$ cat src/rtl/aoi_pkg.sv
// ============================================================================
// Module : aoi_pkg
// Brief  : Shared types, constants and the AOI reference function for aoi_pipe.
// Rev    : 1.0 - initial release
// ============================================================================
`default_nettype none

package aoi_pkg;

    localparam int BIST_ERR_W = 8;

    typedef enum logic [1:0] {
        IDLE  = 2'd0,
        RUN   = 2'd1,
        DRAIN = 2'd2,
        DONE  = 2'd3
    } bist_state_t;

    // Behavioural AOI over the low terms*term_w bits of vec.
    function automatic logic aoi_ref(input logic [31:0] vec, input int terms, input int term_w);
        logic        w_any;
        logic        w_all;
        logic [31:0] w_sh;
        w_any = 1'b0;
        for (int t = 0; t < terms; t++) begin
            w_all = 1'b1;
            for (int b = 0; b < term_w; b++) begin
                w_sh  = vec >> (t * term_w + b);
                w_all = w_all & w_sh[0];
            end
            w_any = w_any | w_all;
        end
        return ~w_any;
    endfunction

endpackage

`default_nettype wire

$ cat src/rtl/aoi_bist_ctrl.sv
// ============================================================================
// Module : aoi_bist_ctrl
// Brief  : Exhaustive self-test sequencer/checker for aoi_pipe.
// Rev    : 1.0 - initial release
// ============================================================================
`default_nettype none

module aoi_bist_ctrl
    import aoi_pkg::*;
#(
    parameter int  TERMS  = 2,
    parameter int  TERM_W = 2,
    localparam int N      = TERMS * TERM_W
) (
    input  logic                  clk,
    input  logic                  rst_n,
    input  logic                  bist_start,
    input  logic                  s2_v,
    input  logic                  s2_y,
    output logic                  inj_v,
    output logic [N-1:0]          inj_data,
    output logic                  flush,
    output logic                  bist_busy,
    output logic                  bist_done,
    output logic                  bist_pass,
    output logic [BIST_ERR_W-1:0] bist_err_cnt
);

    localparam logic [N-1:0] c_sc_last = {N{1'b1}};
    localparam logic [N:0]   c_cc_last = {1'b0, {N{1'b1}}};

    bist_state_t           r_state;
    logic [N-1:0]          r_sc;
    logic [N:0]            r_cc;
    logic [BIST_ERR_W-1:0] r_err;
    logic                  r_busy;
    logic                  r_done;
    logic                  r_pass;

    logic                  w_start_ok;
    logic                  w_mismatch;
    logic [BIST_ERR_W-1:0] w_err_nxt;

    assign w_start_ok = bist_start && (r_state == IDLE || r_state == DONE);
    assign w_mismatch = s2_v && (s2_y != aoi_ref(32'(r_cc[N-1:0]), TERMS, TERM_W));
    assign w_err_nxt  = (w_mismatch && r_err != {BIST_ERR_W{1'b1}}) ? r_err + 1'b1 : r_err;

    assign inj_v        = (r_state == RUN);
    assign inj_data     = r_sc;
    assign flush        = w_start_ok;
    assign bist_busy    = r_busy;
    assign bist_done    = r_done;
    assign bist_pass    = r_pass;
    assign bist_err_cnt = r_err;

    always_ff @(posedge clk or negedge rst_n) begin
        if (!rst_n) begin
            r_state <= IDLE;
            r_sc    <= '0;
            r_cc    <= '0;
            r_err   <= '0;
            r_busy  <= 1'b0;
            r_done  <= 1'b0;
            r_pass  <= 1'b0;
        end else begin
            case (r_state)
                IDLE, DONE: begin
                    if (w_start_ok) begin
                        r_state <= RUN;
                        r_sc    <= '0;
                        r_cc    <= '0;
                        r_err   <= '0;
                        r_busy  <= 1'b1;
                        r_done  <= 1'b0;
                        r_pass  <= 1'b0;
                    end
                end
                RUN, DRAIN: begin
                    if (s2_v) begin
                        r_cc  <= r_cc + 1'b1;
                        r_err <= w_err_nxt;
                    end
                    if (r_state == RUN) begin
                        r_sc <= r_sc + 1'b1;
                        if (r_sc == c_sc_last) begin
                            r_state <= DRAIN;
                        end
                    end else if (s2_v && r_cc == c_cc_last) begin
                        // Last result checked: the pipeline is empty from here on.
                        r_state <= DONE;
                        r_busy  <= 1'b0;
                        r_done  <= 1'b1;
                        r_pass  <= (w_err_nxt == '0);
                    end
                end
                default: r_state <= IDLE;
            endcase
        end
    end

endmodule

`default_nettype wire

$ cat src/rtl/aoi_pipe.sv
// ============================================================================
// Module : aoi_pipe
// Brief  : Two-stage valid/ready AND-OR-INVERT evaluator; optional exhaustive
//          self-test when AOI_PIPE_BIST_EN is defined.
// Rev    : 1.0 - initial release
// ============================================================================
`default_nettype none

module aoi_pipe
    import aoi_pkg::*;
#(
    parameter int  TERMS  = 2,
    parameter int  TERM_W = 2,
    localparam int N      = TERMS * TERM_W
) (
    input  logic                  clk,
    input  logic                  rst_n,
    input  logic                  in_valid,
    output logic                  in_ready,
    input  logic [N-1:0]          in_data,
    output logic                  out_valid,
    input  logic                  out_ready,
    output logic                  out_y,
    output logic [TERMS-1:0]      out_and
`ifdef AOI_PIPE_BIST_EN
    ,
    input  logic                  bist_start,
    output logic                  bist_busy,
    output logic                  bist_done,
    output logic                  bist_pass,
    output logic [BIST_ERR_W-1:0] bist_err_cnt
`endif
);

    logic             r_s1_v;
    logic [TERMS-1:0] r_s1_and;
    logic             r_s2_v;
    logic [TERMS-1:0] r_s2_and;
    logic             r_s2_y;

    logic             w_s1_in_v;
    logic [N-1:0]     w_s1_in_data;
    logic [TERMS-1:0] w_in_and;
    logic             w_out_rdy;
    logic             w_adv1;
    logic             w_adv2;
    logic             w_flush;

    assign w_adv2 = ~r_s2_v | w_out_rdy;
    assign w_adv1 = ~r_s1_v | w_adv2;

    for (genvar t = 0; t < TERMS; t++) begin : g_term_and
        assign w_in_and[t] = &w_s1_in_data[t*TERM_W +: TERM_W];
    end

`ifdef AOI_PIPE_BIST_EN
    logic         w_inj_v;
    logic [N-1:0] w_inj_data;
    logic         w_chk_y;

    assign w_chk_y = r_s2_y;

    aoi_bist_ctrl #(
        .TERMS  (TERMS),
        .TERM_W (TERM_W)
    ) u_ctrl (
        .clk          (clk),
        .rst_n        (rst_n),
        .bist_start   (bist_start),
        .s2_v         (r_s2_v),
        .s2_y         (w_chk_y),
        .inj_v        (w_inj_v),
        .inj_data     (w_inj_data),
        .flush        (w_flush),
        .bist_busy    (bist_busy),
        .bist_done    (bist_done),
        .bist_pass    (bist_pass),
        .bist_err_cnt (bist_err_cnt)
    );

    // While the self-test owns the pipeline the external port is fenced off.
    assign w_out_rdy    = bist_busy ? 1'b1 : out_ready;
    assign w_s1_in_v    = bist_busy ? w_inj_v : in_valid;
    assign w_s1_in_data = bist_busy ? w_inj_data : in_data;
    assign in_ready     = w_adv1 & ~bist_busy;
    assign out_valid    = r_s2_v & ~bist_busy;
`else
    assign w_out_rdy    = out_ready;
    assign w_s1_in_v    = in_valid;
    assign w_s1_in_data = in_data;
    assign w_flush      = 1'b0;
    assign in_ready     = w_adv1;
    assign out_valid    = r_s2_v;
`endif

    assign out_y   = r_s2_y;
    assign out_and = r_s2_and;

    always_ff @(posedge clk or negedge rst_n) begin
        if (!rst_n) begin
            r_s1_v   <= 1'b0;
            r_s1_and <= '0;
        end else if (w_flush) begin
            r_s1_v <= 1'b0;
        end else if (w_adv1) begin
            r_s1_v <= w_s1_in_v;
            if (w_s1_in_v) begin
                r_s1_and <= w_in_and;
            end
        end
    end

    always_ff @(posedge clk or negedge rst_n) begin
        if (!rst_n) begin
            r_s2_v   <= 1'b0;
            r_s2_and <= '0;
            r_s2_y   <= 1'b0;
        end else if (w_flush) begin
            r_s2_v <= 1'b0;
        end else if (w_adv2) begin
            r_s2_v <= r_s1_v;
            if (r_s1_v) begin
                r_s2_and <= r_s1_and;
                r_s2_y   <= ~|r_s1_and;
            end
        end
    end

endmodule

`default_nettype wire

$ cat config.mk
export PLATFORM = sky130hd
export DESIGN_NAME = aoi_pipe
export DESIGN_NICKNAME = d
export VERILOG_FILES = /design/src/rtl/aoi_pkg.sv /design/src/rtl/aoi_bist_ctrl.sv /design/src/rtl/aoi_pipe.sv
export SDC_FILE = /design/constraint.sdc
export NUM_CORES = 1
export LEC_CHECK = 0
export BUFFER_PORTS_ARGS = -buffer_cell sky130_fd_sc_hd__buf_2
export CAP_MARGIN = 20
export CORE_AREA = 3 3 40 42
export DETAILED_ROUTE_END_ITERATION = 10
export DIE_AREA = 0 0 43 45
export HOLD_SLACK_MARGIN = 0.02
export PLACE_DENSITY = 0.49
export SYNTH_ARGS = -nofsm -noshare
export SYNTH_HDL_FRONTEND = slang
export SYNTH_SLANG_ARGS = --single-unit
$ cat constraint.sdc
create_clock -name clk -period 1.2 [get_ports clk]
set_clock_uncertainty 0.1 [all_clocks]
set_input_delay 0.24 -clock clk [delete_from_list [all_inputs] [get_ports clk]]
set_output_delay 0.24 -clock clk [all_outputs]
set_load 0.01 [all_outputs]
==> flow_metrics.tcl, run 1 <==
set metrics [dict create \
    status "finished with violations" \
    violations "setup timing" \
    max_slew_margin_pct 89.63 \
    whs_path_depth 2 \
    netlist.area_leader.share_pct 57.14 \
    num_vias 239 \
    fillCellCount 140 \
    ir_worst_vdd_uv 580.2 \
    drt_iter0_drc 0 \
    drive_gt1_share_pct 60.98 \
    core_um2 1285 \
    design.die.area_um2 1935 \
    yosysSeqAreaShare_pct 57.14 \
    clk_latency_ns 0.25 \
    netlist_top_cells_count "dfrtp_1 (7), mux2_4 (3), a22o_1 (2), and3_1 (2), or2b_1 (2)" \
    chipWidth_um 43 \
    nNetsFinal 50 \
    routed_via_density 4.268 \
    fin_total_pwr_w 0.0006730 \
    drc 0 \
    cp.arrival_ns 0.91 \
    synth_top_flop_cell "dfrtp_1" \
    synth_top_area_cell "dfrtp_1" \
    setup_slack_ns -0.04588 \
    maxCapViolations 0 \
    grt_max_degree 8 \
    syn_area_per_cell_um2 14.60 \
    overflow 0 \
    rows 13 \
    ant_nets 0 \
    worstPathMaxFanout 2 \
    die_h_um 45 \
    grt_pass1_wl_mm 1.131 \
    grt_usage_pct 9.068 \
    cts_buffers 3 \
    drv_slew 0 \
    cts_tree "yes" \
    gp_congestion 0.6618 \
    hold_path.class "primary input to flop" \
    yosysMostFrequentCell "dfrtp_1" \
    power_density_nw_per_um2 1423 \
    root_buffer "clkbuf_4" \
    crit_type "flop to output port" \
    setup_viol 2 \
    avgRoutedWirePerCell_um 11.34 \
    synthDistinctLibCells 10 \
    dp_slack_ns 0.05377 \
    ios 13 \
    stdcell_area_um2 473.0 \
    tightest_slew_ns 0.1556 \
    synth_area_leaders "dfrtp_1 (57%), mux2_4 (15%), a22o_1 (5.7%)" \
    synth-async-reset-ratio_pct 100.0 \
    totalWireLength_um 635 \
    power.leakage_nw 0.2524 \
    finalCriticalPeriod_ns 1.246 \
    clkSinkCount 7 \
    clk_pin_slew_ns 0.05 \
    cp-end-kind "output port" \
    syn-cell-area_um2 306.5 \
    ys_ff_latch 7 \
    dpl_cell_area_um2 385.4 \
    critical_path.startpoint_type "flop" \
    synth_edf_count 0 \
    clockBufferDepth 2 \
    yosysWarnings 0 \
    reg2reg_depth 4 \
    area.growth.synth_to_final_pct 54.29 \
    rsz0062_at_grt "true" \
    fin_crit_sh_pct 103.8 \
    fmax_mhz 802.6 \
    n_antenna_cell 0 \
    required_ns 0.86 \
    htreeDepth 1 \
    io_buffers 12 \
    hold_viol 0 \
    syn-instance-count 21 \
    drt_pass1_iterations 1 \
    grt_pass1_vias 263 \
    syn_nets 29 \
    antenna_found_initial 0 \
    start_util_pct 23.86 \
]
critical path: stages, from the launching register on:
cell and delay [ns]:
dfrtp_1 0.41, buf_6 0.14, buf_6 0.11
kinds of logic after synthesis:
| kind of cell | after synthesis | synth area share (%) |
|---|---|---|
| and+or+nand+nor | 9 | 22.45 |
| DFF | 7 | 57.14 |
| AOI/OAI and AO/OA | 2 | 5.715 |
| muxes | 3 | 14.69 |
path summary, 6_finish.rpt:
kind,startpoint,end,slack (ns)
max,out_valid,out_valid,-0.05
min,in_valid,r_s1_v,0.13
max reg2reg,out_valid,out_and[1],0
min reg2reg,out_and[0],out_and[0],0.41
max in group asynchronous,rst_n,r_s1_and[0],0.60
min in group asynchronous,rst_n,out_and[1],0.24
flip-flops by register name (all words and copies together), names as in the netlist:
| name | cells |
|---|---|
| out_and | 2 |
| r_s1_and | 2 |
| out_valid | 1 |
| out_y | 1 |
| r_s1_v | 1 |
power by group:
| group | internal, W | total, W | switching [W] |
|---|---|---|---|
| registers | 0.000271 | 0.000296 | 0.0000244 |
| logic | 0.0000986 | 0.000160 | 0.0000612 |
| clock network | 0.000127 | 0.000217 | 0.0000904 |
| total | 0.000497 | 0.000673 | 0.000176 |
routing by layer:
metal / share of wire, % / track usage, % / wire [µm]
met1: 41 / 8.148 / 258
met2: 46 / 14.37 / 291
met3: 9.6 / 5.976 / 61
met4: 3.8 / 7.229 / 24
met5: 0 / 0 / 0
metrics by stage:
step / hold slack, ns / std cells / setup TNS, ns / util [%]
after floorplan: -0.1556 / 21 / 0 / -
after CTS: 0.1259 / 56 / -0.08709 / 36.51
after global placement: -0.02565 / 48 / 0 / 29.99
after global routing: 0.1259 / 56 / -0.3397 / 36.81
after detailed placement: -0.02038 / 48 / 0 / 29.99
final: 0.1313 / 56 / -0.07161 / 36.81
layout by cell type (no fill, tap or decap), drive strengths merged:
cell type	synthesis	final
or2b	2	2
nand2b	1	1
dlygate4sd3	0	1
buf	0	15
and3	2	2
dfrtp	7	7
a22o	2	2
nand2	2	2
nor2	1	1
mux2	3	3
nand3b	1	1
clkbuf	0	4
timing repair:
item	4_1_cts	5_1_grt
hold endpoints to repair	7	0
gates resized for setup	4	1
hold buffers	1	0
setup endpoints to repair	1	6
setup buffers	3	0
pin swaps	1	1
cell type report:
cell class | instances | area, µm² | share of cell area (%)
Timing Repair Buffer | 16 | 112.6 | 23.81
Clock buffer | 4 | 26.28 | 5.556
Sequential cell | 7 | 175.2 | 37.04
Multi-Input combinational cell | 14 | 140.1 | 29.63
Tap cell | 15 | 18.77 | 3.968
No activity file was read; power rests on OpenSTA's default activity.
==> run 2: changes to the inputs <==
- clock period: 1.2 -> 1.4 ns (I/O delays scaled with it)
==> flow_metrics.tcl, run 2 (synthesized netlist as in run 1, its figures left out) <==
set metrics [dict create \
    layout_commonest_cell "buf_2" \
    htreeDepth 1 \
    rows 13 \
    nNetsFinal 47 \
    power.share.switching_pct 26.15 \
    clkSinkCount 7 \
    required_ns 1.02 \
    power.leakage_nw 0.2299 \
    chipWidth_um 43 \
    p_sw_w 0.0001452 \
    start_util_pct 23.86 \
    crit_type "flop to output port" \
    design.die.area_um2 1935 \
    fmax_mhz 741.7 \
    grt.busiest_layer "met2" \
    fin_crit_sh_pct 96.30 \
    hold_viol 0 \
    stdcell_area_um2 430.4 \
    p_seq_share_pct 46.0 \
    cts_tree "yes" \
    n_antenna_cell 0 \
    max_slew_margin_pct 86.21 \
    cp.arrival_ns 0.97 \
    ir_worst_vdd_uv 448.1 \
    drv_slew 0 \
    avgRoutedWirePerCell_um 11.23 \
    ios 13 \
    root_buffer "clkbuf_4" \
    clkPwrFrac_pct 33.3 \
    fin_total_pwr_w 0.0005553 \
    dp_slack_ns 0.2119 \
    antenna_found_initial 0 \
    fillCellCount 144 \
    timing.hold.ws_ns 0.1728 \
    critical_path.top_delay_family "flip-flops" \
    postCtsSetupBuffers 0 \
    critical_path.startpoint_type "flop" \
    hold_path.class "primary input to flop" \
    totalWireLength_um 595 \
    power_frac_comb_pct 20.7 \
    area.sequential_um2 175.2 \
    gp_congestion 0.6618 \
    ant_nets 0 \
    die_h_um 45 \
    core_um2 1285 \
    grt_usage_pct 8.228 \
    clockBufferDepth 2 \
    dpl_cell_area_um2 385.4 \
    grt_pass1_wl_mm 1.007 \
    power_density_nw_per_um2 1290 \
    multiInputGateArea_um2 140.1 \
    num_vias 226 \
    status "complete, no violations" \
    fin_util_pct 33.50 \
    setup_slack_ns 0.05179 \
    met2_usage_pct 12.28 \
    tightest_slew_ns 0.2069 \
    slowest_stage "dfrtp_1" \
    finalCriticalPeriod_ns 1.348 \
    crit_path_max_incr_delay_ns 0.44 \
    worstPathMaxFanout 5 \
    cp-end-kind "output port" \
    path_cells "nand3b_4, buf_2" \
    area.growth.synth_to_final_pct 40.41 \
    crit_buf_inv 1 \
    overflow 0 \
    grt_pass1_vias 231 \
    clk_latency_ns 0.25 \
    grtUsageMet1_pct 7.407 \
    routed_via_density 4.264 \
    drc 0 \
    cts_buffers 3 \
    setup_viol 0 \
    drive_gt1_share_pct 57.89 \
    maxCapViolations 0 \
    use_met3_pct 5.976 \
    grt_max_degree 8 \
    layout_common_cells "buf_2 (12), dfrtp_1 (7), mux2_4 (3), clkbuf_4 (3)" \
    io_buffers 12 \
    p_int_w 0.0004100 \
    drt_pass1_iterations 1 \
    clk_pin_slew_ns 0.05 \
    drt_iter0_drc 0 \
]
==> run 2: final cells by class <==
class	count	area share, %
Multi-Input combinational cell	14	32.56
Sequential cell	7	40.70
Clock buffer	4	6.105
Tap cell	15	4.360
Timing Repair Buffer	13	16.28
==> run 2: worst reg2reg max path: cells and delay by family, from the launching register on <==
family        cells  cell delay (ns)
simple gates      2             0.18
mux               1             0.30
flops             1             0.42
==> run 2: layer usage <==
layer,up-vias,routed length [µm]
li1,107,-
met1,102,248
met2,13,255
met3,4,70
met4,0,21
met5,-,0
==> run 2: metrics by stage <==
stage / instances / TNS, ns
after floorplan: 21 / 0
after global placement: 48 / 0
after detailed placement: 48 / 0
after CTS: 53 / 0
after global routing: 53 / -0.0003282
final: 53 / 0
==> run 2: worst paths after layout <==
| path | from | end | slack [ns] | depth (start not counted) |
|---|---|---|---|---|
| worst max register to register | out_valid | out_and[1] | 0.29 | 3 |
| min in group asynchronous | rst_n | out_and[1] | 0.28 | 2 |
| worst min register to register | out_and[0] | out_and[0] | 0.41 | 1 |
| max in group asynchronous | rst_n | r_s1_and[0] | 0.76 | 2 |
| worst max-delay path | r_s1_v | in_ready | 0.05 | 2 |
| worst min-delay path | in_valid | r_s1_v | 0.17 | 2 |
==> run 2: timing repair <==
| item | CTS | global route |
|---|---|---|
| hold endpoints to repair | 7 | 0 |
| resized for setup | 0 | 1 |
| hold buffers | 1 | 0 |
| setup endpoints to repair | 0 | 1 |
==> run 2: power groups by stage <==
| stage | combinational [W] | sequential, W | clock [W] |
|---|---|---|---|
| 6_report | 0.000115 | 0.000256 | 0.000185 |
| 5_1_grt | 0.000125 | 0.000261 | 0.000211 |
| 2_1_floorplan | 0.0000588 | 0.000264 | 0 |
| 4_1_cts | 0.000116 | 0.000255 | 0.000194 |
| 3_3_place_gp | 0.000110 | 0.000255 | 0 |
| 3_5_place_dp | 0.000113 | 0.000257 | 0 |
==> run 3: changes to the inputs <==
- ABC_AREA: default -> 1
- PLACE_DENSITY: 0.49 -> 0.48
==> flow_metrics.tcl, run 3 <==
set metrics [dict create \
    clockBufferDepth 2 \
    totalWireLength_um 517 \
    crit_type "flop to output port" \
    postCtsSetupBuffers 0 \
    ir_worst_vdd_uv 399.8 \
    rrSetupSlack_ns 0.44 \
    core_um2 1285 \
    synth_edf_count 0 \
    synth_area_leaders "dfrtp_1 (60%), nand2_1 (15%), nand2_2 (6.4%)" \
    clkPwrFrac_pct 31.3 \
    grt_max_degree 8 \
    fillCellCount 145 \
    synthAdderAreaFrac_pct 0 \
    avgRoutedWirePerCell_um 7.954 \
    syn-instance-count 33 \
    p_seq_share_pct 47.0 \
    routed_via_density 3.846 \
    hold_path.class "primary input to flop" \
    worstPathMaxFanout 5 \
    r2r-start "out_valid" \
    grt_pass1_vias 207 \
    synthMuxAreaShare_pct 0 \
    synth-xor-area-share_pct 0 \
    tightest_slew_ns 0.1649 \
    power_density_nw_per_um2 1373 \
    critical_path.endpoint "in_ready" \
    rsz0062_at_grt "false" \
    path_cells "nand3_4, buf_2" \
    overflow 0 \
    reg2reg_depth 4 \
    syn_area_per_cell_um2 8.872 \
    die_h_um 45 \
    maxCapViolations 0 \
    finalCriticalPeriod_ns 1.308 \
    grt_usage_pct 6.711 \
    num_vias 250 \
    ys_ff_latch 7 \
    netlist.area_leader.share_pct 59.83 \
    route.met2.wl_um 213 \
    fin_crit_sh_pct 93.39 \
    synth_top_family_by_area "simple AND/OR/NAND/NOR gates" \
    drt_pass1_iterations 2 \
    cts_buffers 3 \
    area.growth.synth_to_final_pct 41.88 \
    power.leakage_nw 0.2345 \
    io_buffers 12 \
    gp_congestion 0.6856 \
    p_int_w 0.0004050 \
    cp-end-kind "output port" \
    met1Wirelength_um 236 \
    synthDistinctLibCells 9 \
    setup_slack_ns 0.09250 \
    nNetsFinal 59 \
    n_antenna_cell 0 \
    synth_compound_area_share_pct 5.128 \
    top_layer_used "met4" \
    rows 13 \
    slowest_stage "dfrtp_1" \
    clk_pin_slew_ns 0.05 \
    yosysSeqAreaShare_pct 59.83 \
    tns_ns 0 \
    drc 0 \
    grt_pass1_wl_um 855 \
    status "complete, no violations" \
    clk_latency_ns 0.25 \
    cp-startpoint "out_valid" \
    synth_top_flop_cell "dfrtp_1" \
    p_sw_w 0.0001652 \
    dp_slack_ns 0.3080 \
    htreeDepth 1 \
    power.share.switching_pct 28.98 \
    ios 13 \
    cts_tree "yes" \
    power_frac_comb_pct 21.7 \
    synth_top_area_cell "dfrtp_1" \
    netlist_top_cells_count "nand2_1 (12), dfrtp_1 (7), inv_1 (4)" \
    layout_common_cells "nand2_1 (12), buf_2 (12), dfrtp_1 (7)" \
    crit_path_max_incr_delay_ns 0.41 \
    critical_path.startpoint_type "flop" \
    drv_slew 0 \
    chipWidth_um 43 \
    yosysMostFrequentCell "nand2_1" \
    drive_gt1_share_pct 40.00 \
    root_buffer "clkbuf_4" \
    synth_simple_gate_area_share_pct 28.63 \
    design.die.area_um2 1935 \
    synth-async-reset-ratio_pct 100.0 \
    required_ns 1.02 \
    start_util_pct 22.78 \
    syn-cell-area_um2 292.8 \
    yosysWarnings 0 \
    antenna_found_initial 0 \
    syn_nets 41 \
    cp.arrival_ns 0.93 \
    hold_viol 0 \
    setup_viol 0 \
    met3WireLength_um 61 \
    fmax_mhz 764.8 \
    clkSinkCount 7 \
    drt_iter0_drc 2 \
    reg2reg_to "out_and[0]" \
    ant_nets 0 \
    max_slew_margin_pct 89.00 \
]
run 3: routing by layer:
| layer | up-vias | track usage [%] |
|---|---|---|
| li1 | 135 | - |
| met1 | 102 | 7.635 |
| met2 | 11 | 8.383 |
| met3 | 2 | 5.976 |
| met4 | 0 | 3.614 |
| met5 | - | 0 |
run 3: logic make-up after synthesis:
group,after synthesis
compound gates,3
simple gates,18
flops,7
buf+inv,5
run 3: layout make-up:
type | instances | area, µm² | area share [%]
Sequential cell | 7 | 175.2 | 42.17
Clock buffer | 4 | 26.28 | 6.325
Tap cell | 15 | 18.77 | 4.518
Inverter | 5 | 18.77 | 4.518
Multi-Input combinational cell | 21 | 106.4 | 25.60
Timing Repair Buffer | 13 | 70.07 | 16.87
run 3: worst min path at each step:
stage / startpoint / end / slack [ns] / cells past startpoint
3_5_place_dp: rst_n / out_valid / 0.02 / 1
6_report: in_valid / r_s1_v / 0.19 / 3
3_3_place_gp: rst_n / out_and[1] / 0.02 / 1
5_1_grt: in_valid / r_s1_v / 0.19 / 3
4_1_cts: out_ready / out_valid / 0.19 / 4
2_1_floorplan: rst_n / out_and[0] / -0.12 / 0
run 3: power groups by stage:
stage	registers [W]	clock network (W)	logic [W]
after floorplan	0.000282	0	0.0000533
after global placement	0.000269	0	0.000122
after detailed placement	0.000270	0	0.000122
after CTS	0.000267	0.000186	0.000125
after global routing	0.000275	0.000210	0.000143
final	0.000268	0.000179	0.000124
run 3: stage by stage:
stage | util [%] | area, µm² | hold WS, ns | total power (W) | cells
4_1_cts | 31.74 | 407.9 | 0.1923 | 0.0005776 | 65
6_report | 32.33 | 415.4 | 0.1950 | 0.0005702 | 65
3_3_place_gp | 28.92 | 371.6 | 0.02476 | 0.0003903 | 60
5_1_grt | 32.33 | 415.4 | 0.1901 | 0.0006286 | 65
3_5_place_dp | 28.92 | 371.6 | 0.02408 | 0.0003917 | 60
2_1_floorplan | - | 292.8 | -0.1156 | 0.0003355 | 33
run 3: timing repair:
| item | 4_1_cts | 5_1_grt |
|---|---|---|
| endpoints found under the hold margin | 7 | 0 |
| setup endpoints to repair | 0 | 1 |
| resized for setup | 0 | 1 |
| hold buffers | 1 | 0 |
run 3: worst max-delay path, delay by kind of cell, from the launching register on:
family,cells,cell delay (ns)
DFF,1,0.41
and+or+nand+nor,1,0.11
buffers and inverters,1,0.15
